**config.mk**
```make
export PLATFORM = sky130hd
export DESIGN_NAME = cond_branch_unit_flat
export DESIGN_NICKNAME = d
export VERILOG_FILES = /design/src/rtl/cond_branch_unit_if.sv /design/src/rtl/cond_branch_unit.sv /design/src/flat_wrapper.sv
export SDC_FILE = /design/constraint.sdc
export NUM_CORES = 1
export LEC_CHECK = 0
export BUFFER_PORTS_ARGS = -buffer_cell sky130_fd_sc_hd__buf_2
export CAP_MARGIN = 20
export CORE_MARGIN = 5
export CORE_UTILIZATION = 40
export CTS_CLUSTER_DIAMETER = 40
export DETAILED_ROUTE_END_ITERATION = 12
export SLEW_MARGIN = 5
export SYNTH_ARGS = -nofsm -noshare
export SYNTH_HDL_FRONTEND = slang
export SYNTH_SLANG_ARGS = --single-unit
```
**constraint.sdc**
```tcl
create_clock -name clk -period 2.75 [get_ports clk]
set_clock_uncertainty 0.15 [all_clocks]
set_input_delay 0 -clock clk [delete_from_list [all_inputs] [get_ports clk]]
set_output_delay 0 -clock clk [all_outputs]
set_load 0.03 [all_outputs]
```
**src/rtl/cond_branch_unit_if.sv**
```systemverilog
`default_nettype none
// ============================================================================
// Module   : cond_branch_unit_if
// Purpose  : Request/response handshake bundle between a branch requester
//            (master) and the conditional-branch unit (slave).
// Revision : 1.0 - initial release
// ============================================================================
interface cond_branch_unit_if;
    logic       req_valid;
    logic       req_ready;
    logic [3:0] req_cond;
    logic       rsp_valid;
    logic       rsp_ready;
    logic       rsp_taken;
    logic [3:0] rsp_flags;

    // Requester side: issues conditions, consumes decisions
    modport master (
        output req_valid, req_cond, rsp_ready,
        input  req_ready, rsp_valid, rsp_taken, rsp_flags
    );

    // Branch unit side
    modport slave (
        input  req_valid, req_cond, rsp_ready,
        output req_ready, rsp_valid, rsp_taken, rsp_flags
    );
endinterface
`default_nettype wire

```
**src/rtl/cond_branch_unit.sv**
```systemverilog
`default_nettype none
// ============================================================================
// Module   : cond_branch_unit
// Purpose  : Latches the adder status word (V,N,Z,C) into a flag register and
//            resolves conditional-branch requests against it through a
//            one-entry valid/ready response register. Keeps saturating
//            evaluation / taken statistics counters.
// Revision : 1.0 - initial release
// ============================================================================
module cond_branch_unit #(
    parameter int FORWARD = 1,
    parameter int CNT_W   = 16
) (
    input  logic              clk,
    input  logic              rst_n,
    input  logic [3:0]        status_in,
    input  logic              set_flags,
    output logic [3:0]        flags_q,
    cond_branch_unit_if.slave bus,
    input  logic              clr_cnt,
    output logic [CNT_W-1:0]  eval_cnt,
    output logic [CNT_W-1:0]  taken_cnt
);

    localparam bit               c_fwd     = (FORWARD != 0);
    localparam logic [CNT_W-1:0] c_cnt_max = {CNT_W{1'b1}};

    localparam logic [3:0] c_cc_eq = 4'h0;
    localparam logic [3:0] c_cc_ne = 4'h1;
    localparam logic [3:0] c_cc_hs = 4'h2;
    localparam logic [3:0] c_cc_lo = 4'h3;
    localparam logic [3:0] c_cc_mi = 4'h4;
    localparam logic [3:0] c_cc_pl = 4'h5;
    localparam logic [3:0] c_cc_vs = 4'h6;
    localparam logic [3:0] c_cc_vc = 4'h7;
    localparam logic [3:0] c_cc_hi = 4'h8;
    localparam logic [3:0] c_cc_ls = 4'h9;
    localparam logic [3:0] c_cc_ge = 4'hA;
    localparam logic [3:0] c_cc_lt = 4'hB;
    localparam logic [3:0] c_cc_gt = 4'hC;
    localparam logic [3:0] c_cc_le = 4'hD;
    localparam logic [3:0] c_cc_al = 4'hE;

    logic [3:0]       r_flags;
    logic             r_rsp_valid;
    logic             r_rsp_taken;
    logic [3:0]       r_rsp_flags;
    logic [CNT_W-1:0] r_eval_cnt;
    logic [CNT_W-1:0] r_taken_cnt;

    logic [3:0] w_ef;
    logic       w_v, w_n, w_z, w_c;
    logic       w_cond_true;
    logic       w_accept;
    logic       w_pop;

    // Forwarding lets a request see the status word being written this cycle
    assign w_ef = (c_fwd && set_flags) ? status_in : r_flags;
    assign w_v  = w_ef[0];
    assign w_n  = w_ef[1];
    assign w_z  = w_ef[2];
    assign w_c  = w_ef[3];

    // The slot frees up when empty or when its content leaves this cycle
    assign bus.req_ready = !r_rsp_valid || bus.rsp_ready;
    assign w_accept      = bus.req_valid && bus.req_ready;
    assign w_pop         = r_rsp_valid && bus.rsp_ready;

    assign bus.rsp_valid = r_rsp_valid;
    assign bus.rsp_taken = r_rsp_taken;
    assign bus.rsp_flags = r_rsp_flags;
    assign flags_q       = r_flags;
    assign eval_cnt      = r_eval_cnt;
    assign taken_cnt     = r_taken_cnt;

    // Condition decode against the evaluation flags; code F (never) falls to default
    always_comb begin
        w_cond_true = 1'b0;
        case (bus.req_cond)
            c_cc_eq: w_cond_true = w_z;
            c_cc_ne: w_cond_true = !w_z;
            c_cc_hs: w_cond_true = w_c;
            c_cc_lo: w_cond_true = !w_c;
            c_cc_mi: w_cond_true = w_n;
            c_cc_pl: w_cond_true = !w_n;
            c_cc_vs: w_cond_true = w_v;
            c_cc_vc: w_cond_true = !w_v;
            c_cc_hi: w_cond_true = w_c && !w_z;
            c_cc_ls: w_cond_true = !w_c || w_z;
            c_cc_ge: w_cond_true = (w_n == w_v);
            c_cc_lt: w_cond_true = (w_n != w_v);
            c_cc_gt: w_cond_true = !w_z && (w_n == w_v);
            c_cc_le: w_cond_true = w_z || (w_n != w_v);
            c_cc_al: w_cond_true = 1'b1;
            default: w_cond_true = 1'b0;
        endcase
    end

    // Architectural flag register
    always_ff @(posedge clk or negedge rst_n) begin
        if (!rst_n) begin
            r_flags <= 4'b0000;
        end else if (set_flags) begin
            r_flags <= status_in;
        end
    end

    // One-entry response register; payload only moves on accept so it holds under backpressure
    always_ff @(posedge clk or negedge rst_n) begin
        if (!rst_n) begin
            r_rsp_valid <= 1'b0;
            r_rsp_taken <= 1'b0;
            r_rsp_flags <= 4'b0000;
        end else if (w_accept) begin
            r_rsp_valid <= 1'b1;
            r_rsp_taken <= w_cond_true;
            r_rsp_flags <= w_ef;
        end else if (w_pop) begin
            r_rsp_valid <= 1'b0;
        end
    end

    // Saturating statistics; clear wins over a same-cycle increment
    always_ff @(posedge clk or negedge rst_n) begin
        if (!rst_n) begin
            r_eval_cnt  <= '0;
            r_taken_cnt <= '0;
        end else if (clr_cnt) begin
            r_eval_cnt  <= '0;
            r_taken_cnt <= '0;
        end else if (w_accept) begin
            if (r_eval_cnt != c_cnt_max) begin
                r_eval_cnt <= r_eval_cnt + 1'b1;
            end
            if (w_cond_true && (r_taken_cnt != c_cnt_max)) begin
                r_taken_cnt <= r_taken_cnt + 1'b1;
            end
        end
    end

endmodule
`default_nettype wire

```
**src/flat_wrapper.sv**
```systemverilog
// flat-port wrapper written by rule: the top's interface ports become plain ports
module cond_branch_unit_flat 
#(
    parameter int FORWARD = 1,
    parameter int CNT_W   = 16
)
  (clk, rst_n, status_in, set_flags, flags_q, clr_cnt, eval_cnt, taken_cnt, bus_req_valid, bus_req_cond, bus_rsp_ready, bus_req_ready, bus_rsp_valid, bus_rsp_taken, bus_rsp_flags);
  cond_branch_unit_if bus_i ();
  input  logic clk;
  input  logic rst_n;
  input  logic [3:0] status_in;
  input  logic set_flags;
  output logic [3:0] flags_q;
  input  logic clr_cnt;
  output logic [CNT_W-1:0] eval_cnt;
  output logic [CNT_W-1:0] taken_cnt;
  input wire logic [$bits(bus_i.req_valid)-1:0] bus_req_valid;
  input wire logic [$bits(bus_i.req_cond)-1:0] bus_req_cond;
  input wire logic [$bits(bus_i.rsp_ready)-1:0] bus_rsp_ready;
  output wire logic [$bits(bus_i.req_ready)-1:0] bus_req_ready;
  output wire logic [$bits(bus_i.rsp_valid)-1:0] bus_rsp_valid;
  output wire logic [$bits(bus_i.rsp_taken)-1:0] bus_rsp_taken;
  output wire logic [$bits(bus_i.rsp_flags)-1:0] bus_rsp_flags;
  assign bus_i.req_valid = bus_req_valid;
  assign bus_i.req_cond = bus_req_cond;
  assign bus_i.rsp_ready = bus_rsp_ready;
  assign bus_req_ready = bus_i.req_ready;
  assign bus_rsp_valid = bus_i.rsp_valid;
  assign bus_rsp_taken = bus_i.rsp_taken;
  assign bus_rsp_flags = bus_i.rsp_flags;
  cond_branch_unit #(.FORWARD(FORWARD), .CNT_W(CNT_W)) u_core (.clk(clk), .rst_n(rst_n), .status_in(status_in), .set_flags(set_flags), .flags_q(flags_q), .bus(bus_i), .clr_cnt(clr_cnt), .eval_cnt(eval_cnt), .taken_cnt(taken_cnt));
endmodule
```
==> metrics.txt, run 1 <==
clk_lat worst skew=0.29 ns; worst-path fanout max=21; Worst VDD drop=0.253 mV; top layer in use=met4; GRT Residual Overflow=0; cell area after layout=0.00277 sq mm; Syn-to-layout area delta=21.6%; Residual DRC=0; routed wl met3=214 microns; dpl hpwl=3.65 mm; Syn Std Cell Area=0.00228 sq mm; Top FF cell, synth=dfrtp_1; share of post-route cells with drive strength above 1=26.2%; Final setup viols=0; core region area=0.00551 sq mm; Max Slew Vio Count=0; required time of the critical path=2.81 ns; pin count of the biggest net entering global routing=43; initial antenna violation count=0; Tmin final=2.56 ns; Iteration-0 DRC Markers=74; reg2reg start=u_core.flags_q[2]; Synth Warn #=0; Worst Setup SP=u_core.flags_q[2]; met1 WL=2.34 mm; Int Power=0.892 mW; critical path endpoint category=flop; Rel. slew slack=37.3%; nets=314; Sw Ratio=29.9%; register area share after synthesis=46.2%; most common cell after layout, fill and taps aside=buf_2; drt total wl=5.10 mm; Setup WS pre-CTS=0.201 ns; Port Buffer Count=56; Cells after Synth=234; Diodes inserted=0; WHS=0.00385 ns; reg2reg path depth=7; TritonCTS clock tree=yes; Die H=85.5 microns; fin util=50.3%; post-DR vias/cell=5.26; syn nets=250; die area=0.00730 sq mm; Avg WL per Cell=13.8 microns; status=finished clean; Seq cells post-synth=42; Synth Area per Inst=9.73 sq um; Top Ports=57; first-pass GRT wire length=8.76 mm; Setup WS post-layout=0.191 ns; CTS buffer count=5; Pre-antenna DRT Iters=4; remaining antenna violation count=0; Critical Path Sink=u_core.taken_cnt[11]; dpl cell area=0.00261 sq mm; Gate power share=18.0%; reg2reg setup slack=0.19 ns; CTS max path bufs=2; Post-synth EDFFs=0; GP Congestion=0.742; FMAX=0.391 GHz; DR vias=1946; RSZ-0062 raised after global routing=false; GRT Util Overall=14.6%; clock sinks=42; Crit Reg-Reg Endpoint=u_core.taken_cnt[11]; Initial Util=41.4%; crit path kind=flop to flop; Final Hold Viols=0; FFs w/ async S/R, synth=100%; setup_tns=0 ns; clock root cell=clkbuf_8; Flop pwr share=51.8%; Clock power frac=30.3%; Critical Path AT=2.62 ns; Startpoint Class=flop; wire length on met2=2.49 mm; Hold WC Path Type=primary input to flop; Post-CTS Setup Bufs=0; most frequent cells in the layout=buf_2, dfrtp_1, nor2_1; fin crit share=93.0%; maxcap violations=0; vias in the first global route=1939; chip width=85.5 microns; Switching Power=0.381 mW; Netlist cell types=44; clock-pin slew on the worst setup and hold paths=0.09 ns; H-tree depth=2; worst-margin pin slew=0.941 ns; pwr dens=459 mW/mm^2; Leakage=1.33 nW; row count=27
==> timing repair <==
item / in CTS / in global routing
hold endpoints to repair: 50 / 0
resized for setup: 0 / 0
hold buffers: 8 / 0
==> cells by family (layout without fill, tap and decap cells) <==
logic type               count (synthesis)  in the layout  share of synthesized area (%)
buffers and inverters                   16             80                           3.57
AND/OR/NAND/NOR                         99             99                           23.5
AO/OA/AOI/OAI                           44             44                           12.0
flip-flops                              42             42                           46.2
adder cells (fa/ha/maj)                  2              2                           1.10
multiplexers                            11             11                           5.99
XOR/XNOR                                20             20                           7.69
==> per-layer routing <==
layer,vias to the layer above,GRT usage [%]
met4,0,3.74
met5,-,0
met1,945,17.6
met2,30,25.8
met3,6,3.69
li1,965,-
==> worst min path at each step <==
stage               from                       to  depth (start not counted)
2_1_floorplan      rst_n  u_core.bus.rsp_flags[0]                          0
3_3_place_gp       rst_n     u_core.taken_cnt[11]                          1
3_5_place_dp       rst_n     u_core.taken_cnt[11]                          1
4_1_cts        set_flags        u_core.flags_q[3]                          3
5_1_grt        set_flags        u_core.flags_q[3]                          3
6_report       set_flags        u_core.flags_q[3]                          3
==> state kept, by name, summed over array words and instances, names as in the netlist <==
| register | flops |
|---|---|
| u_core.bus.rsp_flags | 4 |
| u_core.eval_cnt | 16 |
| u_core.flags_q | 4 |
| u_core.bus.rsp_taken | 1 |
| u_core.bus.rsp_valid | 1 |
| u_core.taken_cnt | 16 |
==> power groups by stage <==
| stage | combinational, mW | sequential, mW | clock [mW] |
|---|---|---|---|
| final | 0.229 | 0.659 | 0.385 |
| after global routing | 0.249 | 0.664 | 0.424 |
| after CTS | 0.233 | 0.660 | 0.399 |
| after detailed placement | 0.223 | 0.672 | 0 |
| after global placement | 0.222 | 0.671 | 0 |
| after floorplan | 0.102 | 0.722 | 0 |
==> area by class of cell <==
class                      count  area, sq um
clock buffer                   5         68.8
clock inverter                 2         10.0
fill                         531         2740
inverter                       6         22.5
multi-input combinational    176         1140
sequential                    42         1050
tap                           72         90.1
timing repair buffer          67          383
==> synth_stat cells, types with 4 or more instances <==
cell type,number,area (sq um)
or3_1,9,56.3
and4_1,7,61.3
nand3_1,17,85.1
clkbuf_1,5,18.8
dfrtp_1,42,1050
nand2_1,17,63.8
inv_1,6,22.5
and3_1,4,25.0
mux2i_1,5,50.1
a21oi_1,13,65.1
xnor2_1,4,35.0
o21ai_0,15,75.1
and2_1,4,25.0
mux2_2,4,45.0
xor2_1,16,140
nor2_1,24,90.1
==> per-stage QoR <==
stage,instances,power [mW]
final,370,1.27
after global routing,370,1.34
after CTS,370,1.29
after detailed placement,355,0.895
after global placement,355,0.892
after floorplan,234,0.824
==> worst max-delay path, cell delays in order, from the launching register on <==
cell and delay (ns):
dfrtp_1 0.39, mux2_4 0.28, a31o_1 0.20, or4_4 0.48, o211ai_2 0.12, o21ai_2 0.26
or4_1 0.46, a21oi_1 0.14
Note: power is estimated with default switching activity, not from simulation.
==> run 2, diff against run 1 <==
==> constraint.sdc (replaced) <==
create_clock -name clk -period 2.6 [get_ports clk]
set_clock_uncertainty 0.15 [all_clocks]
set_input_delay 0 -clock clk [delete_from_list [all_inputs] [get_ports clk]]
set_output_delay 0 -clock clk [all_outputs]
set_load 0.03 [all_outputs]
==> run 2 against run 1 <==
Against the previous run:
- core utilization is 3.2 points higher
- setup slack worse by 0.10 ns
- count of clock-buffer cells in the layout stayed put
- die area stayed put
- total power is 17% higher
- largest power group unchanged
- critical path depth stayed put
- sequential share of layout area is 2.3 points lower
- clock power is 33% higher
- highest routed layer unchanged
==> metrics.txt, run 2 (same netlist as run 1, synthesis figures left out) <==
Worst VDD drop=0.243 mV (was 0.253 mV); RSZ-0062 raised after global routing=true (was false); Diodes inserted=0 (unchanged); Tmin final=2.51 ns (was 2.56 ns); CTS buffer count=5 (unchanged); Setup WS post-layout=0.0893 ns (was 0.191 ns); GRT Util Overall=15.7% (was 14.6%); chip width=85.5 microns (unchanged); CTS max path bufs=2 (unchanged); most frequent cells in the layout=buf_2, dfrtp_1, nor2_1 (unchanged); drt total wl=5.62 mm (was 5.10 mm); worst-path fanout max=8 (was 21); TritonCTS clock tree=yes (unchanged); dpl hpwl=3.76 mm (was 3.65 mm); Final setup viols=0 (unchanged); clock root cell=clkbuf_8 (unchanged); maxcap violations=0 (unchanged); # placed instances=358 (was 355); Final Hold Viols=0 (unchanged); Residual DRC=0 (unchanged); DR vias=2004 (was 1946); GP Congestion=0.768 (was 0.742); Die H=85.5 microns (unchanged); initial antenna violation count=0 (unchanged); FMAX=0.398 GHz (was 0.391 GHz); dpl cell area=0.00263 sq mm (was 0.00261 sq mm); top layer in use=met4 (unchanged); fin util=53.5% (was 50.3%); required time of the critical path=2.67 ns (was 2.81 ns); setup_tns=0 ns (unchanged); Pre-antenna DRT Iters=4 (unchanged); core region area=0.00551 sq mm (unchanged); nets=325 (was 314); die area=0.00730 sq mm (unchanged); share of post-route cells with drive strength above 1=30.0% (was 26.2%); fin crit share=96.6% (was 93.0%); Avg WL per Cell=14.7 microns (was 13.8 microns); Critical Path AT=2.58 ns (was 2.62 ns); clock-pin slew on the worst setup and hold paths=0.08 ns (was 0.09 ns); Crit path largest cell delay=0.53 ns (was 0.48 ns); cell area after layout=0.00295 sq mm (was 0.00277 sq mm); Leakage=1.40 nW (was 1.33 nW); Max Slew Vio Count=0 (unchanged); Top Ports=57 (unchanged); worst-margin pin slew=0.514 ns (was 0.941 ns); H-tree depth=2 (unchanged); non-filler cells, final=382 (was 370); pin count of the biggest net entering global routing=43 (unchanged); Hold WC Path Type=primary input to flop (unchanged); Iteration-0 DRC Markers=118 (was 74); Port Buffer Count=56 (unchanged); vias in the first global route=1973 (was 1939); critical-path cell list=mux2_4 > a31o_1 > or4_4 > o211ai_4 > nor2_4 > or3_2 > a21oi_1 (was mux2_4 > a31o_1 > or4_4 > o211ai_2 > o21ai_2 > or4_1 > a21oi_1); most common cell after layout, fill and taps aside=buf_2 (unchanged); status=finished clean (unchanged); routed wl met3=249 microns (was 214 microns); first-pass GRT wire length=9.29 mm (was 8.76 mm); slowest cell on the critical path=or4_4 (unchanged); Syn-to-layout area delta=29.4% (was 21.6%); wire length on met2=2.80 mm (was 2.49 mm); row count=27 (unchanged); Rel. slew slack=65.6% (was 37.3%); post-DR vias/cell=5.25 (was 5.26); total power draw=1.49 mW (was 1.27 mW); WHS=0.0502 ns (was 0.00385 ns); Setup WS pre-CTS=-0.00994 ns (was 0.201 ns); clock sinks=42 (unchanged); reg2reg setup slack=0.09 ns (was 0.19 ns); Startpoint Class=flop (unchanged); GRT Residual Overflow=0 (unchanged); met1 WL=2.52 mm (was 2.34 mm); Initial Util=41.4% (unchanged); remaining antenna violation count=0 (unchanged); clk_lat worst skew=0.29 ns (about the same); crit path kind=flop to flop (unchanged); critical path endpoint category=flop (unchanged); pwr dens=505 mW/mm^2 (was 459 mW/mm^2)
run 2: path summary, 6_finish.rpt:
path	cells past startpoint	end	startpoint
setup / recovery	7	u_core.taken_cnt[8]	u_core.flags_q[2]
min in group asynchronous	3	u_core.taken_cnt[3]	rst_n
setup reg to reg	7	u_core.taken_cnt[8]	u_core.flags_q[2]
max in group asynchronous	4	u_core.eval_cnt[0]	rst_n
hold / removal	2	u_core.flags_q[0]	set_flags
hold reg to reg	2	u_core.bus.rsp_taken	u_core.bus.rsp_taken
run 2: power breakdown:
group	internal [mW]	switching, mW	total [mW]
combinational	0.103	0.175	0.279
clock	0.283	0.229	0.512
sequential	0.679	0.0182	0.697
total	1.06	0.423	1.49
run 2: area by class of cell:
class | count | area [sq um]
inverter | 6 | 22.5
clock inverter | 3 | 40.0
multi-input combinational | 178 | 1200
sequential | 42 | 1050
clock buffer | 5 | 68.8
tap | 72 | 90.1
timing repair buffer | 76 | 470
fill | 529 | 2560
run 2: worst max-delay path: cells and delay by family (launching register included):
kind | cells | cell delay (ns)
AO/OA/AOI/OAI | 3 | 0.51
flip-flops | 1 | 0.40
multiplexers | 1 | 0.29
AND/OR/NAND/NOR | 3 | 1.08
run 2: metal layers:
metal / up-vias / GRT usage, %
li1: 1001 / -
met1: 959 / 18.8
met2: 42 / 27.6
met3: 2 / 3.79
met4: 0 / 4.75
met5: - / 0
run 2: what timing repair did:
item / 4_1_cts / 5_1_grt
endpoints found under the hold margin: 61 / 4
endpoints found under the setup margin: 3 / 3
gates resized for setup: 1 / 8
pin swaps: 0 / 7
setup buffers: 0 / 2
hold buffers: 10 / 1
gates cloned: 0 / 2
==> run 3, diff against run 2 <==
==> constraint.sdc (replaced) <==
create_clock -name clk -period 3 [get_ports clk]
set_clock_uncertainty 0.15 [all_clocks]
set_input_delay 0 -clock clk [delete_from_list [all_inputs] [get_ports clk]]
set_output_delay 0 -clock clk [all_outputs]
set_load 0.03 [all_outputs]
==> run 3 against run 2 <==
Against the previous run:
- first-iteration DRC count shrank 57%
- sequential cell count stayed put
- sequential power down 13%
- final cell count down 2.9%
- setup slack improved by 0.31 ns
- non-clock buffer count fell by 8
- worst hold slack worse by 0.039 ns
- sequential share of layout area rose by 2.0 points
- core utilization fell by 2.8 points
- count of clock-buffer cells in the layout up 2
- critical path type unchanged
==> metrics.txt, run 3 (same netlist as run 1, synthesis figures left out) <==
status=finished clean (unchanged); Critical Path AT=2.66 ns (was 2.58 ns); cell area after layout=0.00279 sq mm (was 0.00295 sq mm); Max Slew Vio Count=0 (unchanged); Gate power share=18.4% (was 18.7%); most frequent cells in the layout=buf_2, dfrtp_1, nor2_1 (unchanged); first-pass GRT wire length=8.69 mm (was 9.29 mm); crit path kind=flop to flop (unchanged); RSZ-0062 raised after global routing=false (was true); worst-path fanout max=21 (was 8); dpl hpwl=3.69 mm (was 3.76 mm); GRT Util Overall=14.7% (was 15.7%); Rel. slew slack=50.8% (was 65.6%); post-CTS resize count=0 (was 1); DR vias=1969 (was 2004); Tmin final=2.60 ns (was 2.51 ns); Iteration-0 DRC Markers=51 (was 118); remaining antenna violation count=0 (unchanged); dpl cell area=0.00260 sq mm (was 0.00263 sq mm); Port Buffer Count=56 (unchanged); fin crit share=86.5% (was 96.6%); clock root cell=clkbuf_8 (unchanged); Hold WC Path Type=primary input to asynchronous set/reset pin (was primary input to flop); Flop pwr share=51.8% (was 46.9%); TritonCTS clock tree=yes (unchanged); Die H=85.5 microns (unchanged); pwr dens=418 mW/mm^2 (was 505 mW/mm^2); clock sinks=42 (unchanged); setup_tns=0 ns (unchanged); core region area=0.00551 sq mm (unchanged); die area=0.00730 sq mm (unchanged); Clock power frac=29.8% (was 34.4%); H-tree depth=2 (unchanged); Syn-to-layout area delta=22.5% (was 29.4%); CTS buffer count=5 (unchanged); CTS max path bufs=2 (unchanged); required time of the critical path=3.07 ns (was 2.67 ns); drt total wl=5.26 mm (was 5.62 mm); Sequential Area=0.00105 sq mm (unchanged); Sw Ratio=29.3% (was 28.4%); post-DR vias/cell=5.31 (was 5.25); Pre-antenna DRT Iters=4 (unchanged); Int Power=0.824 mW (was 1.06 mW); worst-margin pin slew=0.738 ns (was 0.514 ns); Residual DRC=0 (unchanged); critical path endpoint category=flop (unchanged); most common cell after layout, fill and taps aside=buf_2 (unchanged); Startpoint Class=flop (unchanged); footprint of the multi-input gates=0.00114 sq mm (was 0.00120 sq mm); row count=27 (unchanged); nets=315 (was 325); total power draw=1.17 mW (was 1.49 mW); pin count of the biggest net entering global routing=43 (unchanged); chip width=85.5 microns (unchanged); maxcap violations=0 (unchanged); Top Ports=57 (unchanged); Avg WL per Cell=14.2 microns (was 14.7 microns); GRT Residual Overflow=0 (unchanged); GP Congestion=0.777 (was 0.768); number of fill cells=545 (was 529); initial antenna violation count=0 (unchanged); reg2reg start=u_core.flags_q[2] (unchanged); Worst Setup SP=u_core.flags_q[2] (unchanged); Final setup viols=0 (unchanged); # hold bufs at CTS=9 (was 10); Switching Power=0.342 mW (was 0.423 mW); Leakage=1.34 nW (was 1.40 nW); Worst VDD drop=0.320 mV (was 0.243 mV); Diodes inserted=0 (unchanged); share of post-route cells with drive strength above 1=25.4% (was 30.0%); Final Hold Viols=0 (unchanged); FMAX=0.385 GHz (was 0.398 GHz); clock-pin slew on the worst setup and hold paths=0.08 ns (about the same); vias in the first global route=1867 (was 1973); Initial Util=41.4% (unchanged); Post-CTS Setup Bufs=0 (unchanged); clk_lat worst skew=0.29 ns (about the same)
-- run 3: cell count changes in the layout (fill, tap and decap cells not counted), sizes merged --
cell	previous run	this run
buf	65	59
clkbuf	5	7
clkinv	2	0
dlygate4sd3	11	9
o21ai	18	16
bufinv	1	0
-- run 3: final cells by class --
type                            count  share of cell area [%]
Sequential cell                    42                    37.7
Multi-Input combinational cell    176                    41.0
Tap cell                           72                    3.23
Timing Repair Buffer               68                    14.5
Inverter                            6                   0.807
Clock buffer                        7                    2.74
-- run 3: power groups by stage --
| stage | clock network, mW | logic [mW] | registers [mW] |
|---|---|---|---|
| 5_1_grt | 0.389 | 0.234 | 0.608 |
| 3_3_place_gp | 0 | 0.201 | 0.615 |
| 6_report | 0.347 | 0.215 | 0.604 |
| 3_5_place_dp | 0 | 0.204 | 0.616 |
| 2_1_floorplan | 0 | 0.0932 | 0.662 |
| 4_1_cts | 0.364 | 0.215 | 0.605 |
-- run 3: metrics by stage --
stage / cells / setup WS [ns] / hold WS, ns / utilization [%]
6_report: 371 / 0.404 / 0.0108 / 50.7
4_1_cts: 370 / 0.397 / 0.0252 / 50.3
5_1_grt: 371 / 0.259 / 0.0314 / 50.7
3_3_place_gp: 354 / 0.477 / 0.0590 / 47.3
2_1_floorplan: 234 / 0.507 / -0.446 / -
3_5_place_dp: 354 / 0.423 / 0.0618 / 47.3
-- run 3: worst max-delay path, cell delays in order, from the launching register on --
cell and delay [ns]:
dfrtp_1 0.39, mux2_4 0.29, a31o_1 0.20, or4_4 0.47
o211ai_2 0.12, o21ai_2 0.26, or4_1 0.47, a21oi_1 0.15
-- run 3: final timing paths --
check | cells after the start | slack [ns] | end
hold / removal | 2 | 0.01 | u_core.taken_cnt[12]
max in group asynchronous | 3 | 2.21 | u_core.bus.rsp_flags[2]
min in group clk | 3 | 0.03 | u_core.flags_q[1]
hold reg to reg | 2 | 0.33 | u_core.bus.rsp_taken
setup / recovery | 7 | 0.40 | u_core.taken_cnt[13]
setup reg to reg | 7 | 0.40 | u_core.taken_cnt[13]
-- run 3: routing by layer --
metal | share of wire, % | vias up | global-route usage [%]
li1 | - | 961 | -
met2 | 50 | 35 | 24.9
met4 | 1.5 | 0 | 4.89
met1 | 43 | 967 | 17.9
met5 | 0 | - | 0
met3 | 5.5 | 6 | 4.37
